--- config.mk ---
export PLATFORM = sky130hd
export DESIGN_NAME = csr_unit
export DESIGN_NICKNAME = d
export VERILOG_FILES = /design/src/rtl/csr_pkg.sv /design/src/rtl/csr_counter64.sv /design/src/rtl/csr_unit.sv
export SDC_FILE = /design/constraint.sdc
export NUM_CORES = 1
export LEC_CHECK = 0
export ABC_AREA = 1
export CAP_MARGIN = 20
export CORE_MARGIN = 4
export CORE_UTILIZATION = 47
export DETAILED_ROUTE_END_ITERATION = 16
export PLACE_DENSITY = 0.86
export SYNTH_ARGS = -nofsm -noshare
export SYNTH_HDL_FRONTEND = slang
export SYNTH_SLANG_ARGS = --single-unit
export TNS_END_PERCENT = 20
--- constraint.sdc ---
create_clock -name clk -period 7.1 [get_ports clk]
set_clock_uncertainty 0.2 [all_clocks]
set_input_delay 1.065 -clock clk [delete_from_list [all_inputs] [get_ports clk]]
set_output_delay 1.065 -clock clk [all_outputs]
set_load 0.05 [all_outputs]
--- src/rtl/csr_pkg.sv ---
// Shared definitions for the machine-mode CSR unit: addresses, op codes, WARL masks.
package csr_pkg;

  typedef enum logic [1:0] {
    CSR_OP_NONE = 2'b00,
    CSR_OP_RW   = 2'b01,
    CSR_OP_RS   = 2'b10,
    CSR_OP_RC   = 2'b11
  } csr_op_e;

  localparam logic [11:0] CSR_MSTATUS   = 12'h300;
  localparam logic [11:0] CSR_MISA      = 12'h301;
  localparam logic [11:0] CSR_MIE       = 12'h304;
  localparam logic [11:0] CSR_MTVEC     = 12'h305;
  localparam logic [11:0] CSR_MSCRATCH  = 12'h340;
  localparam logic [11:0] CSR_MEPC      = 12'h341;
  localparam logic [11:0] CSR_MCAUSE    = 12'h342;
  localparam logic [11:0] CSR_MTVAL     = 12'h343;
  localparam logic [11:0] CSR_MIP       = 12'h344;
  localparam logic [11:0] CSR_MCYCLE    = 12'hB00;
  localparam logic [11:0] CSR_MCYCLEH   = 12'hB80;
  localparam logic [11:0] CSR_MINSTRET  = 12'hB02;
  localparam logic [11:0] CSR_MINSTRETH = 12'hB82;
  localparam logic [11:0] CSR_CYCLE     = 12'hC00;
  localparam logic [11:0] CSR_CYCLEH    = 12'hC80;
  localparam logic [11:0] CSR_INSTRET   = 12'hC02;
  localparam logic [11:0] CSR_INSTRETH  = 12'hC82;
  localparam logic [11:0] CSR_MVENDORID = 12'hF11;
  localparam logic [11:0] CSR_MARCHID   = 12'hF12;
  localparam logic [11:0] CSR_MIMPID    = 12'hF13;
  localparam logic [11:0] CSR_MHARTID   = 12'hF14;

  localparam logic [31:0] MSTATUS_WMASK = 32'h0000_0088;
  localparam logic [31:0] MSTATUS_RST   = 32'h0000_1800;
  localparam logic [31:0] MIE_WMASK     = 32'h0000_0888;

  function automatic logic [31:0] csr_apply(csr_op_e op, logic [31:0] old_v, logic [31:0] wdata);
    logic [31:0] res;
    case (op)
      CSR_OP_RW: res = wdata;
      CSR_OP_RS: res = old_v | wdata;
      CSR_OP_RC: res = old_v & ~wdata;
      default:   res = old_v;
    endcase
    return res;
  endfunction

endpackage

--- src/rtl/csr_counter64.sv ---
// 64-bit counter with per-half write; any half write suppresses that cycle's increment.
module csr_counter64 (
  input  logic        clk,
  input  logic        rst,
  input  logic        inc_i,
  input  logic        wr_lo_i,
  input  logic        wr_hi_i,
  input  logic [31:0] wdata_i,
  output logic [63:0] cnt_o
);

  logic [63:0] cnt_q, cnt_d;

  always_comb begin
    cnt_d = cnt_q;
    if (wr_lo_i || wr_hi_i) begin
      if (wr_lo_i) cnt_d[31:0]  = wdata_i;
      if (wr_hi_i) cnt_d[63:32] = wdata_i;
    end else if (inc_i) begin
      cnt_d = cnt_q + 64'd1;
    end
  end

  always_ff @(posedge clk or posedge rst) begin
    if (rst) cnt_q <= '0;
    else     cnt_q <= cnt_d;
  end

  assign cnt_o = cnt_q;

endmodule

--- src/rtl/csr_unit.sv ---
// Machine-mode CSR file with trap entry / mret sequencing and fetch redirect.
// Optional macro CSR_COUNTERS_EN builds mcycle/minstret; otherwise they read 0.
module csr_unit
  import csr_pkg::*;
#(
  parameter int unsigned XLEN     = 32,
  parameter logic [31:0] HART_ID  = 32'd0,
  parameter logic [31:0] MISA_VAL = 32'h4000_0100
) (
  input  logic            clk,
  input  logic            rst,
  input  logic [1:0]      csr_op,
  input  logic [11:0]     csr_addr,
  input  logic [XLEN-1:0] csr_wdata,
  input  logic            csr_src_zero,
  output logic [XLEN-1:0] csr_rdata,
  output logic            csr_illegal,
  input  logic            retire,
  input  logic            trap,
  input  logic [XLEN-1:0] trap_cause,
  input  logic [XLEN-1:0] trap_pc,
  input  logic [XLEN-1:0] trap_val,
  input  logic            mret,
  output logic            redirect_valid,
  output logic [XLEN-1:0] redirect_pc,
  output logic            mstatus_mie
);

  csr_op_e op;
  assign op = csr_op_e'(csr_op);

  logic        mie_q, mie_d, mpie_q, mpie_d;
  logic [31:0] mie_en_q, mie_en_d;
  logic [31:0] mtvec_q, mtvec_d;
  logic [31:0] mscratch_q, mscratch_d;
  logic [31:0] mepc_q, mepc_d;
  logic [31:0] mcause_q, mcause_d;
  logic [31:0] mtval_q, mtval_d;

  logic [63:0] mcycle, minstret;
  logic [31:0] mstatus_val, rd_val, wr_val;
  logic        impl, is_write, wr_en;

  assign mstatus_val = MSTATUS_RST | {24'b0, mpie_q, 3'b0, mie_q, 3'b0};

  always_comb begin
    impl   = 1'b1;
    rd_val = '0;
    case (csr_addr)
      CSR_MSTATUS:                 rd_val = mstatus_val;
      CSR_MISA:                    rd_val = MISA_VAL;
      CSR_MIE:                     rd_val = mie_en_q;
      CSR_MTVEC:                   rd_val = mtvec_q;
      CSR_MSCRATCH:                rd_val = mscratch_q;
      CSR_MEPC:                    rd_val = mepc_q;
      CSR_MCAUSE:                  rd_val = mcause_q;
      CSR_MTVAL:                   rd_val = mtval_q;
      CSR_MIP:                     rd_val = '0;
      CSR_MCYCLE,   CSR_CYCLE:     rd_val = mcycle[31:0];
      CSR_MCYCLEH,  CSR_CYCLEH:    rd_val = mcycle[63:32];
      CSR_MINSTRET, CSR_INSTRET:   rd_val = minstret[31:0];
      CSR_MINSTRETH, CSR_INSTRETH: rd_val = minstret[63:32];
      CSR_MVENDORID, CSR_MARCHID, CSR_MIMPID: rd_val = '0;
      CSR_MHARTID:                 rd_val = HART_ID;
      default:                     impl   = 1'b0;
    endcase
  end

  // RS/RC with a zero source are pure reads, so they stay legal on read-only CSRs.
  assign is_write    = (op == CSR_OP_RW) ||
                       (((op == CSR_OP_RS) || (op == CSR_OP_RC)) && !csr_src_zero);
  assign csr_illegal = (op != CSR_OP_NONE) &&
                       (!impl || (is_write && (csr_addr[11:10] == 2'b11)));
  assign csr_rdata   = csr_illegal ? '0 : rd_val;
  assign wr_val      = csr_apply(op, rd_val, csr_wdata);
  assign wr_en       = (op != CSR_OP_NONE) && is_write && !csr_illegal && !trap && !mret;

  always_comb begin
    mie_d      = mie_q;
    mpie_d     = mpie_q;
    mie_en_d   = mie_en_q;
    mtvec_d    = mtvec_q;
    mscratch_d = mscratch_q;
    mepc_d     = mepc_q;
    mcause_d   = mcause_q;
    mtval_d    = mtval_q;
    if (trap) begin
      mepc_d   = trap_pc & ~32'h3;
      mcause_d = trap_cause;
      mtval_d  = trap_val;
      mpie_d   = mie_q;
      mie_d    = 1'b0;
    end else if (mret) begin
      mie_d  = mpie_q;
      mpie_d = 1'b1;
    end else if (wr_en) begin
      case (csr_addr)
        CSR_MSTATUS: begin
          mie_d  = wr_val[3];
          mpie_d = wr_val[7];
        end
        CSR_MIE:      mie_en_d   = wr_val & MIE_WMASK;
        CSR_MTVEC:    mtvec_d    = wr_val & ~32'h3;
        CSR_MSCRATCH: mscratch_d = wr_val;
        CSR_MEPC:     mepc_d     = wr_val & ~32'h3;
        CSR_MCAUSE:   mcause_d   = wr_val;
        CSR_MTVAL:    mtval_d    = wr_val;
        default: ;
      endcase
    end
  end

  always_ff @(posedge clk or posedge rst) begin
    if (rst) begin
      mie_q      <= 1'b0;
      mpie_q     <= 1'b0;
      mie_en_q   <= '0;
      mtvec_q    <= '0;
      mscratch_q <= '0;
      mepc_q     <= '0;
      mcause_q   <= '0;
      mtval_q    <= '0;
    end else begin
      mie_q      <= mie_d;
      mpie_q     <= mpie_d;
      mie_en_q   <= mie_en_d;
      mtvec_q    <= mtvec_d;
      mscratch_q <= mscratch_d;
      mepc_q     <= mepc_d;
      mcause_q   <= mcause_d;
      mtval_q    <= mtval_d;
    end
  end

`ifdef CSR_COUNTERS_EN
  csr_counter64 u_mcycle (
    .clk     (clk),
    .rst     (rst),
    .inc_i   (1'b1),
    .wr_lo_i (wr_en && (csr_addr == CSR_MCYCLE)),
    .wr_hi_i (wr_en && (csr_addr == CSR_MCYCLEH)),
    .wdata_i (wr_val),
    .cnt_o   (mcycle)
  );

  csr_counter64 u_minstret (
    .clk     (clk),
    .rst     (rst),
    .inc_i   (retire),
    .wr_lo_i (wr_en && (csr_addr == CSR_MINSTRET)),
    .wr_hi_i (wr_en && (csr_addr == CSR_MINSTRETH)),
    .wdata_i (wr_val),
    .cnt_o   (minstret)
  );
`else
  logic unused_retire;
  assign unused_retire = retire;
  assign mcycle        = '0;
  assign minstret      = '0;
`endif

  assign redirect_valid = !rst && (trap || mret);
  assign redirect_pc    = trap ? mtvec_q : mepc_q;
  assign mstatus_mie    = mie_q;

endmodule

==> run_results.csv, run 1 <==
group,metric,value,unit
status,status,"completed",
clock_network,numCtsBuffers,17,
sta,max_freq,0.180,GHz
final_layout,final_common_cell,"nand2_1",
final_layout,fill_cells,1892,
final_layout,seq_area,0.00403,mm²
die,die-area,0.0241,mm²
clock_network,post-cts-setup-buffer-count,0,
yosys,synth_cell_types,29,
yosys,synth_compound_area_share,6.34,%
worst_setup_path,criticalPathCategory,"in2out",
worst_setup_path,critPathMaxFanout,27,
final_layout,fin_area,0.0129,mm²
die,die_y,155,µm
yosys,synth_fa_ha_area_share,0,%
worst_setup_path,cp.arrival,4.29,ns
yosys,synthMuxAreaShare,0,%
power_and_ir_drop,p_leak,6.81,nW
yosys,ys_seq_area_share,39.6,%
global_routing,grt_pass1_wl,55500,µm
global_routing,grt_pass1_vias,10537,
placement,io_buffers,209,
worst_setup_path,r2r_cells,10,
route,drc,0,
worst_setup_path,cp-end-kind,"output pin",
clock_network,root_buffer,"clkbuf_16",
worst_setup_path,r2r_slack,5.08,ns
route,dr.pass1.iters,8,
route,via_per_inst,5.53,
yosys,synth_area,0.0102,mm²
global_routing,grt_overflow_total,0,
placement,dpl_cell_area,0.0123,mm²
sta,rsz0062_at_grt,"false",
route,wl,36400,µm
sta,maxSlewViolCount,0,
clock_network,cts_sinks,161,
worst_setup_path,critical-path-max-stage-delay,0.85,ns
global_routing,track_usage,29.3,%
run,drv_cap,0,
power_and_ir_drop,totalPowerFinal,2.42,mW
yosys,netlist_instances,1599,
clock_network,post_cts_resized,0,
sta,final-setup-viol-count,0,
final_layout,multi_input_area,0.00522,mm²
worst_setup_path,r2r_start,"mtval_q[14]$_DFFE_PP0P_",
yosys,synth-simple-area-share,44.6,%
final_layout,drive_above_1_share,5.27,%
worst_setup_path,r2r_end,"mcause_q[14]$_DFFE_PP0P_",
placement,routabilityCongestion,0.913,
die,start_util,48.1,%
power_and_ir_drop,power_density,187,mW/mm²
sta,post-route-min-period,5.56,ns
worst_setup_path,start_kind,"input port",
global_routing,grt_antenna_before_repair,0,
worst_setup_path,path_cells,"clkdlybuf4s50_1 -> nor2_2 -> inv_2 -> nor2_4 -> nand2_2 -> nand3_1 -> nor2_4 -> a21oi_1 -> clkdlybuf4s50_1",
die,core_area,0.0212,mm²
final_layout,final_core_utilization,61.2,%
yosys,synth_top_family_by_area,"simple AND/OR/NAND/NOR gates",
yosys,yosys_register_bits,161,
sta,period_share,78.2,%
sta,final_hold_viol_count,0,
worst_setup_path,startpoint,"csr_addr[3]",
route,wl_per_cell,17.8,µm
final_layout,nNetsFinal,1900,
worst_setup_path,endpoint,"csr_rdata[6]",
route,via_count,11272,
yosys,synth_area_per_cell,6.37,µm²
placement,dp_hpwl,24700,µm
worst_setup_path,crit_required,5.83,ns
final_layout,mostFrequentLayoutCells,"791 x nand2_1, 223 x nand3_1, 208 x clkdlybuf4s50_1",
yosys,synth_xor_area_share,0.0860,%
worst_setup_path,slowest_stage,"clkdlybuf4s50_1",
min_path,worstHoldPathType,"reg2reg",
sta,relSlewSlack,34.4,%
clock_network,insertion_delay,0.43,ns
die,fp.dieW,155,µm
die,io_pins,215,
clock_network,clk_pin_slew,0.06,ns
sta,tightest_slew,0.984,ns
clock_network,cts_hold_buf,0,
route,drt-initial-drc-count,1525,
sta,fin_setup_tns,0,ns
clock_network,ctsHtreeMaxLevel,4,
power_and_ir_drop,peakVddDrop,0.174,mV
final_layout,syn_to_final_growth,27.2,%
clock_network,cts.path.max_buffers,2,
clock_network,cts_tree,"built",
die,rows,53,
yosys,yosysWarnings,0,
global_routing,grt_max_degree,105,
final_layout,diodes,0,
route,drtAntennaViolNets,0,
-- worst max-delay path, delay by kind of cell --
kind | cells | cell delay [ns]
AOI/OAI and AO/OA | 1 | 0.24
buffers and inverters | 3 | 1.39
and+or+nand+nor | 5 | 1.56
-- power breakdown --
group | leakage [nW] | total [mW] | internal, mW | switching [mW]
sequential | 2.13 | 1.01 | 0.975 | 0.0377
clock | 0.303 | 0.984 | 0.599 | 0.385
combinational | 4.38 | 0.428 | 0.161 | 0.266
total | 6.81 | 2.42 | 1.74 | 0.689
-- state kept, by name, indices dropped and copies added (netlist names) --
name	count
mepc_q	30
mtval_q	32
mpie_q	1
mtvec_q	30
mscratch_q	32
mie_en_q	3
mcause_q	32
mstatus_mie	1
-- metal layers --
metal / vias to the layer above / GRT usage [%] / part of all wire [%]
met2: 743 / 44.2 / 44
met5: - / 0 / 0
li1: 5296 / - / -
met1: 5132 / 40.4 / 39
met4: 0 / 11.1 / 3.7
met3: 101 / 7.76 / 13
-- metrics by stage --
| step | hold slack, ns | instances | setup WS, ns |
|---|---|---|---|
| 2_1_floorplan | 0.249 | 1600 | 1.49 |
| 3_3_place_gp | 0.262 | 2006 | 1.68 |
| 3_5_place_dp | 0.271 | 2006 | 1.65 |
| 4_1_cts | 0.285 | 2038 | 1.63 |
| 5_1_grt | 0.311 | 2040 | 1.56 |
| 6_report | 0.289 | 2040 | 1.54 |
-- synth_stat cells, drive strengths merged --
master | count | share of area [%]
or2 | 1 | 0.062
xor2 | 1 | 0.086
a21oi | 8 | 0.39
clkbuf | 42 | 1.5
nand3 | 224 | 11
o21bai | 1 | 0.074
buf | 55 | 3.4
nand2 | 797 | 30
dfrtp | 161 | 40
a31oi | 1 | 0.062
conb | 1 | 0.037
inv | 117 | 4.3
nor2 | 70 | 3.0
o21ai | 110 | 5.8
clkinv | 1 | 0.037
nand4 | 9 | 0.82
-- worst min-delay path by stage --
| stage | to | cells after the start | start |
|---|---|---|---|
| after floorplan | mscratch_q[19]$_DFFE_PP0P_ | 2 | mscratch_q[19]$_DFFE_PP0P_ |
| after global placement | mscratch_q[29]$_DFFE_PP0P_ | 2 | mscratch_q[29]$_DFFE_PP0P_ |
| after detailed placement | mscratch_q[29]$_DFFE_PP0P_ | 2 | mscratch_q[29]$_DFFE_PP0P_ |
| after CTS | mscratch_q[29]$_DFFE_PP0P_ | 2 | mscratch_q[29]$_DFFE_PP0P_ |
| after global routing | mscratch_q[21]$_DFFE_PP0P_ | 2 | mscratch_q[21]$_DFFE_PP0P_ |
| final | mscratch_q[29]$_DFFE_PP0P_ | 2 | mscratch_q[29]$_DFFE_PP0P_ |
-- cells by family (layout without fill, tap and decap cells) --
logic type | after synthesis | count (layout)
flip-flops | 161 | 161
buffers and inverters | 215 | 380
AO/OA/AOI/OAI | 120 | 120
AND/OR/NAND/NOR | 1101 | 1101
other | 1 | 2
XOR/XNOR | 1 | 1
-- cell type report --
| type | count | area share [%] |
|---|---|---|
| clock inverters | 13 | 1.43 |
| well taps | 275 | 2.66 |
| inverters | 118 | 3.48 |
| clock buffers | 19 | 3.42 |
| flip-flops and latches | 161 | 31.1 |
| repair buffers | 230 | 17.6 |
| multi-input cells | 1224 | 40.3 |
Note: power is estimated with default switching activity, not from simulation.
==> run 2: changes to the inputs <==
==> constraint.sdc (replaced) <==
create_clock -name clk -period 5.3 [get_ports clk]
set_clock_uncertainty 0.2 [all_clocks]
set_input_delay 0.795 -clock clk [delete_from_list [all_inputs] [get_ports clk]]
set_output_delay 0.795 -clock clk [all_outputs]
set_load 0.05 [all_outputs]
==> run 2 against run 1 <==
Net effect: setup slack got worse by 0.87 ns; sequential share of layout area decreased by 0.12 points; sequential power increased by 35%; critical path depth increased by 1; global-route usage increased by 0.94 points; wire length increased by 2.5%; first-iteration DRC count decreased by 4.9%; die area unchanged; critical path type unchanged; largest power group unchanged.
==> run_results.csv, run 2 (same netlist as run 1, synthesis figures left out) <==
group,metric,value,unit
die,rows,53,
power_and_ir_drop,power_density,249,mW/mm²
worst_setup_path,criticalPathCategory,"in2out",
placement,dpl_cell_area,0.0123,mm²
final_layout,final_common_cell,"nand2_1",
worst_setup_path,r2r_cells,10,
worst_setup_path,path_delay_family,"buffers and inverters",
clock_network,cts_hold_buf,0,
power_and_ir_drop,p_leak,6.91,nW
sta,relSlewSlack,37.0,%
global_routing,grt_antenna_before_repair,0,
route,drtAntennaViolNets,0,
final_layout,fin_area,0.0130,mm²
worst_setup_path,critPathMaxFanout,47,
placement,dp_hpwl,25500,µm
worst_setup_path,start_kind,"input port",
sta,fin_setup_tns,0,ns
final_layout,mostFrequentLayoutCells,"791 x nand2_1, 223 x nand3_1, 183 x clkdlybuf4s50_1",
global_routing,grt_overflow_total,0,
sta,final_hold_viol_count,0,
worst_setup_path,endpoint,"csr_rdata[20]",
die,fp.dieW,155,µm
sta,rsz0062_at_grt,"false",
final_layout,nNetsFinal,1911,
die,die_y,155,µm
global_routing,track_usage,30.2,%
worst_setup_path,r2r_start,"mtval_q[10]$_DFFE_PP0P_",
sta,maxSlewViolCount,0,
die,start_util,48.1,%
worst_setup_path,r2r_end,"mepc_q[10]$_DFFE_PP0P_",
worst_setup_path,crit_buf_inv,4,
sta,max_freq,0.216,GHz
worst_setup_path,cp_num_cells,10,
placement,routabilityCongestion,0.906,
sta,period_share,87.3,%
placement,io_buffers,209,
route,via_count,11401,
final_layout,drive_above_1_share,7.32,%
final_layout,diodes,0,
clock_network,ctsHtreeMaxLevel,4,
route,via_per_inst,5.56,
final_layout,fill_cells,1853,
route,dr.pass1.iters,6,
global_routing,grt_pass1_wl,57400,µm
power_and_ir_drop,totalPowerFinal,3.24,mW
worst_setup_path,critical-path-max-stage-delay,0.82,ns
clock_network,post_cts_resized,0,
route,wl,37300,µm
final_layout,final_core_utilization,61.4,%
clock_network,clk_pin_slew,0.06,ns
global_routing,grt_max_degree,92,
clock_network,insertion_delay,0.44,ns
route,drt-initial-drc-count,1450,
die,die-area,0.0241,mm²
clock_network,post-cts-setup-buffer-count,0,
sta,post-route-min-period,4.63,ns
worst_setup_path,startpoint,"csr_addr[6]",
die,io_pins,215,
route,wl_per_cell,18.2,µm
route,drc,0,
worst_setup_path,cp-end-kind,"output pin",
worst_setup_path,cp.arrival,3.63,ns
global_routing,grt_pass1_vias,10745,
clock_network,cts.path.max_buffers,2,
clock_network,cts_tree,"built",
worst_setup_path,crit_required,4.30,ns
worst_setup_path,crit_top_cell,"clkdlybuf4s50_1",
sta,final-setup-viol-count,0,
sta,hold_slack,0.287,ns
clock_network,root_buffer,"clkbuf_16",
die,core_area,0.0212,mm²
status,status,"completed",
min_path,worstHoldPathType,"reg2reg",
power_and_ir_drop,peakVddDrop,0.214,mV
worst_setup_path,slowest_stage,"clkdlybuf4s50_1",
final_layout,reg_top3,"mcause_q x32, mscratch_q x32, mtval_q x32",
worst_setup_path,path_cells,"clkdlybuf4s50_1 -> inv_1 -> nor2_1 -> nand2_1 -> nor2_4 -> buf_4 -> nand3_1 -> o21ai_0 -> or2_2 -> clkdlybuf4s50_1",
worst_setup_path,r2r_slack,3.25,ns
clock_network,numCtsBuffers,17,
final_layout,syn_to_final_growth,27.7,%
final_layout,multi_input_area,0.00522,mm²
final_layout,seq_area,0.00403,mm²
run,drv_cap,0,
sta,tightest_slew,0.945,ns
clock_network,cts_sinks,161,
[run 2: tightest hold or removal path, delay by kind of cell, from the launching register on]
family           cells  cell delay, ns
and+or+nand+nor      2            0.11
DFF                  1            0.34
[run 2: metrics by stage]
step	instances	setup WS (ns)
6_report	2051	0.673
4_1_cts	2049	0.727
3_5_place_dp	2017	0.739
5_1_grt	2051	0.555
3_3_place_gp	2016	0.746
2_1_floorplan	1600	1.84
[run 2: layout make-up]
cell class / instances / share of cell area [%]
clock inverter: 13 / 1.24
multi-input combinational: 1224 / 40.1
timing repair buffer: 241 / 18.0
sequential: 161 / 31.0
clock buffer: 19 / 3.48
tap: 275 / 2.65
inverter: 118 / 3.46
[run 2: how the worst min path moves through the flow]
stage                     cells after the start                  startpoint                          to  slack (ns)
after global placement                        2  mscratch_q[20]$_DFFE_PP0P_  mscratch_q[20]$_DFFE_PP0P_        0.26
final                                         2   mscratch_q[1]$_DFFE_PP0P_   mscratch_q[1]$_DFFE_PP0P_        0.29
after detailed placement                      2   mscratch_q[6]$_DFFE_PP0P_   mscratch_q[6]$_DFFE_PP0P_        0.27
after CTS                                     2   mscratch_q[1]$_DFFE_PP0P_   mscratch_q[1]$_DFFE_PP0P_        0.29
after global routing                          2  mscratch_q[21]$_DFFE_PP0P_  mscratch_q[21]$_DFFE_PP0P_        0.31
after floorplan                               2  mscratch_q[19]$_DFFE_PP0P_  mscratch_q[19]$_DFFE_PP0P_        0.25
[run 2: report_power, final]
part / switching [mW] / internal, mW
logic: 0.361 / 0.222
registers: 0.0532 / 1.31
clock network: 0.532 / 0.765
total: 0.947 / 2.29
[run 2: per-layer routing]
layer | track usage [%] | vias up | share of wire, %
met4 | 12.4 | 0 | 3.4
met3 | 8.40 | 109 | 13
met1 | 41.2 | 5220 | 39
met2 | 45.4 | 750 | 44
met5 | 0 | - | 0
li1 | - | 5322 | -
==> RTL change: new RTL, flow settings as in run 2 <==
The option `CSR_COUNTERS_EN` is turned on by a define.
--- a/src/rtl/csr_unit.sv
+++ b/src/rtl/csr_unit.sv
@@ -2,2 +2,4 @@
 // Optional macro CSR_COUNTERS_EN builds mcycle/minstret; otherwise they read 0.
+`define CSR_COUNTERS_EN
+
 module csr_unit
Behaviour: not the same (Yosys sat finds a counterexample within 4 cycles, from zero or initial values and one cycle with rst high).
==> RTL change against run 2 <==
  * Final area grew 91%
  * Wire length increased to 2.6 times the old value
  * Setup slack worse by 0.17 ns
  * Synthesized area grew 110%
  * Sequential power grew 74%
  * Total power increased by 77%
  * Sequential cell count up 128
  * Via count rose by 120%
  * Worst hold slack worse by 0.0036 ns
  * Largest cell class unchanged
  * Highest routed layer is now met5
==> RTL change: results (changes against run 2) <==
stage,metric,value,unit,change
detailed_routing,routed wl met3,11800,µm,+140%
grt,GR Layer Usage met1,0.552,,+0.140
pwr,PD cells,231,mW/mm²,-7.5%
clocking,H-tree levels,2,,-2
grt,largest net degree at the start of global routing,137,,+49%
logic_synthesis,syn avg cell area,6.17,µm²,-3.0%
critical_path,"Data arrival, critical path",3.80,ns,+0.17 ns
detailed_routing,WL per Instance,23.6,µm,+30%
pwr,Clock power frac,0.466,,+0.066
final_layout,number of fill cells,4462,,+140%
final_layout,area of the multi-input gates,0.0121,mm²,+130%
placement,GP Congestion,1.05,,+16%
final_layout,buffer share of cell area,0.105,,-0.0751
floorplan,die area,0.0481,mm²,+100%
final_layout,Final #Nets,3686,,+93%
critical_path,FF-to-FF End,u_mcycle.cnt_o[50]$_DFFE_PP0P_,,
final_layout,layout cells sized above 1,0.0531,,-0.0201
final_layout,inverters,260,,+120%
critical_path,CP max FO,20,,-57%
critical_path,Worst R2R Start,u_mcycle.cnt_o[0]$_DFFE_PP0P_,,
final_layout,multi-input gate share of total cell area,0.485,,+0.0835
critical_path,r2r worst-path depth,15,,+5
grt,initial antenna violation count,1,,+1
placement,placed cell count,4090,,+100%
critical_path,Reg2Reg Setup Slack,1.44,ns,-1.81 ns
grt,GRT met2 Usage,0.582,,+0.128
pwr,power share of the combinational group,0.121,,-0.059
detailed_routing,vias post-DR,24555,,+120%
final_layout,comb_multi_in,2696,,+120%
critical_path,Critical Path Max Stage Delay,0.70,ns,-0.12 ns
final_layout,Reg area,0.00723,mm²,+80%
outcome,status,finished clean,,
grt,M3 GR Usage,0.0881,,+0.00406
detailed_routing,highest routed metal layer,met5,,
pwr,NetSw,1.56,mW,+65%
sta,worst-margin pin slew,1.11,ns,+0.163 ns
==> RTL change: cell count changes in the layout (fill, tap and decap cells not counted), moves of 25 or more <==
cell / before / now
a21oi_1: 8 / 42
dfrtp_1: 161 / 289
nor3_1: 0 / 55
inv_1: 111 / 239
o21ai_1: 39 / 5
nand3_1: 223 / 378
xor2_1: 0 / 71
o211ai_1: 0 / 25
nor2_1: 59 / 306
o21ai_0: 60 / 169
nand4_1: 6 / 94
nand2_1: 791 / 1464
==> RTL change: worst min-delay path by stage <==
stage	end	start	slack, ns	depth (start not counted)
2_1_floorplan	mcause_q[0]$_DFFE_PP0P_	mcause_q[0]$_DFFE_PP0P_	0.25	2
3_5_place_dp	mtval_q[0]$_DFFE_PP0P_	mtval_q[0]$_DFFE_PP0P_	0.27	2
6_report	mcause_q[5]$_DFFE_PP0P_	mcause_q[5]$_DFFE_PP0P_	0.28	2
3_3_place_gp	mie_en_q[3]$_DFFE_PP0P_	mie_en_q[3]$_DFFE_PP0P_	0.26	2
5_1_grt	mtval_q[3]$_DFFE_PP0P_	mtval_q[3]$_DFFE_PP0P_	0.30	2
4_1_cts	mscratch_q[7]$_DFFE_PP0P_	mscratch_q[7]$_DFFE_PP0P_	0.28	2
==> RTL change: cell families (layout without fill, tap and decap cells) <==
group / Yosys count / in the layout / synth area share
flops: 289 / 289 / 0.345
other cells: 1 / 2 / 0.000179
compound gates: 260 / 260 / 0.0666
xor+xnor: 85 / 85 / 0.0355
fa+ha+maj: 2 / 2 / 0.00119
simple gates: 2347 / 2347 / 0.471
buf+inv: 413 / 573 / 0.0811
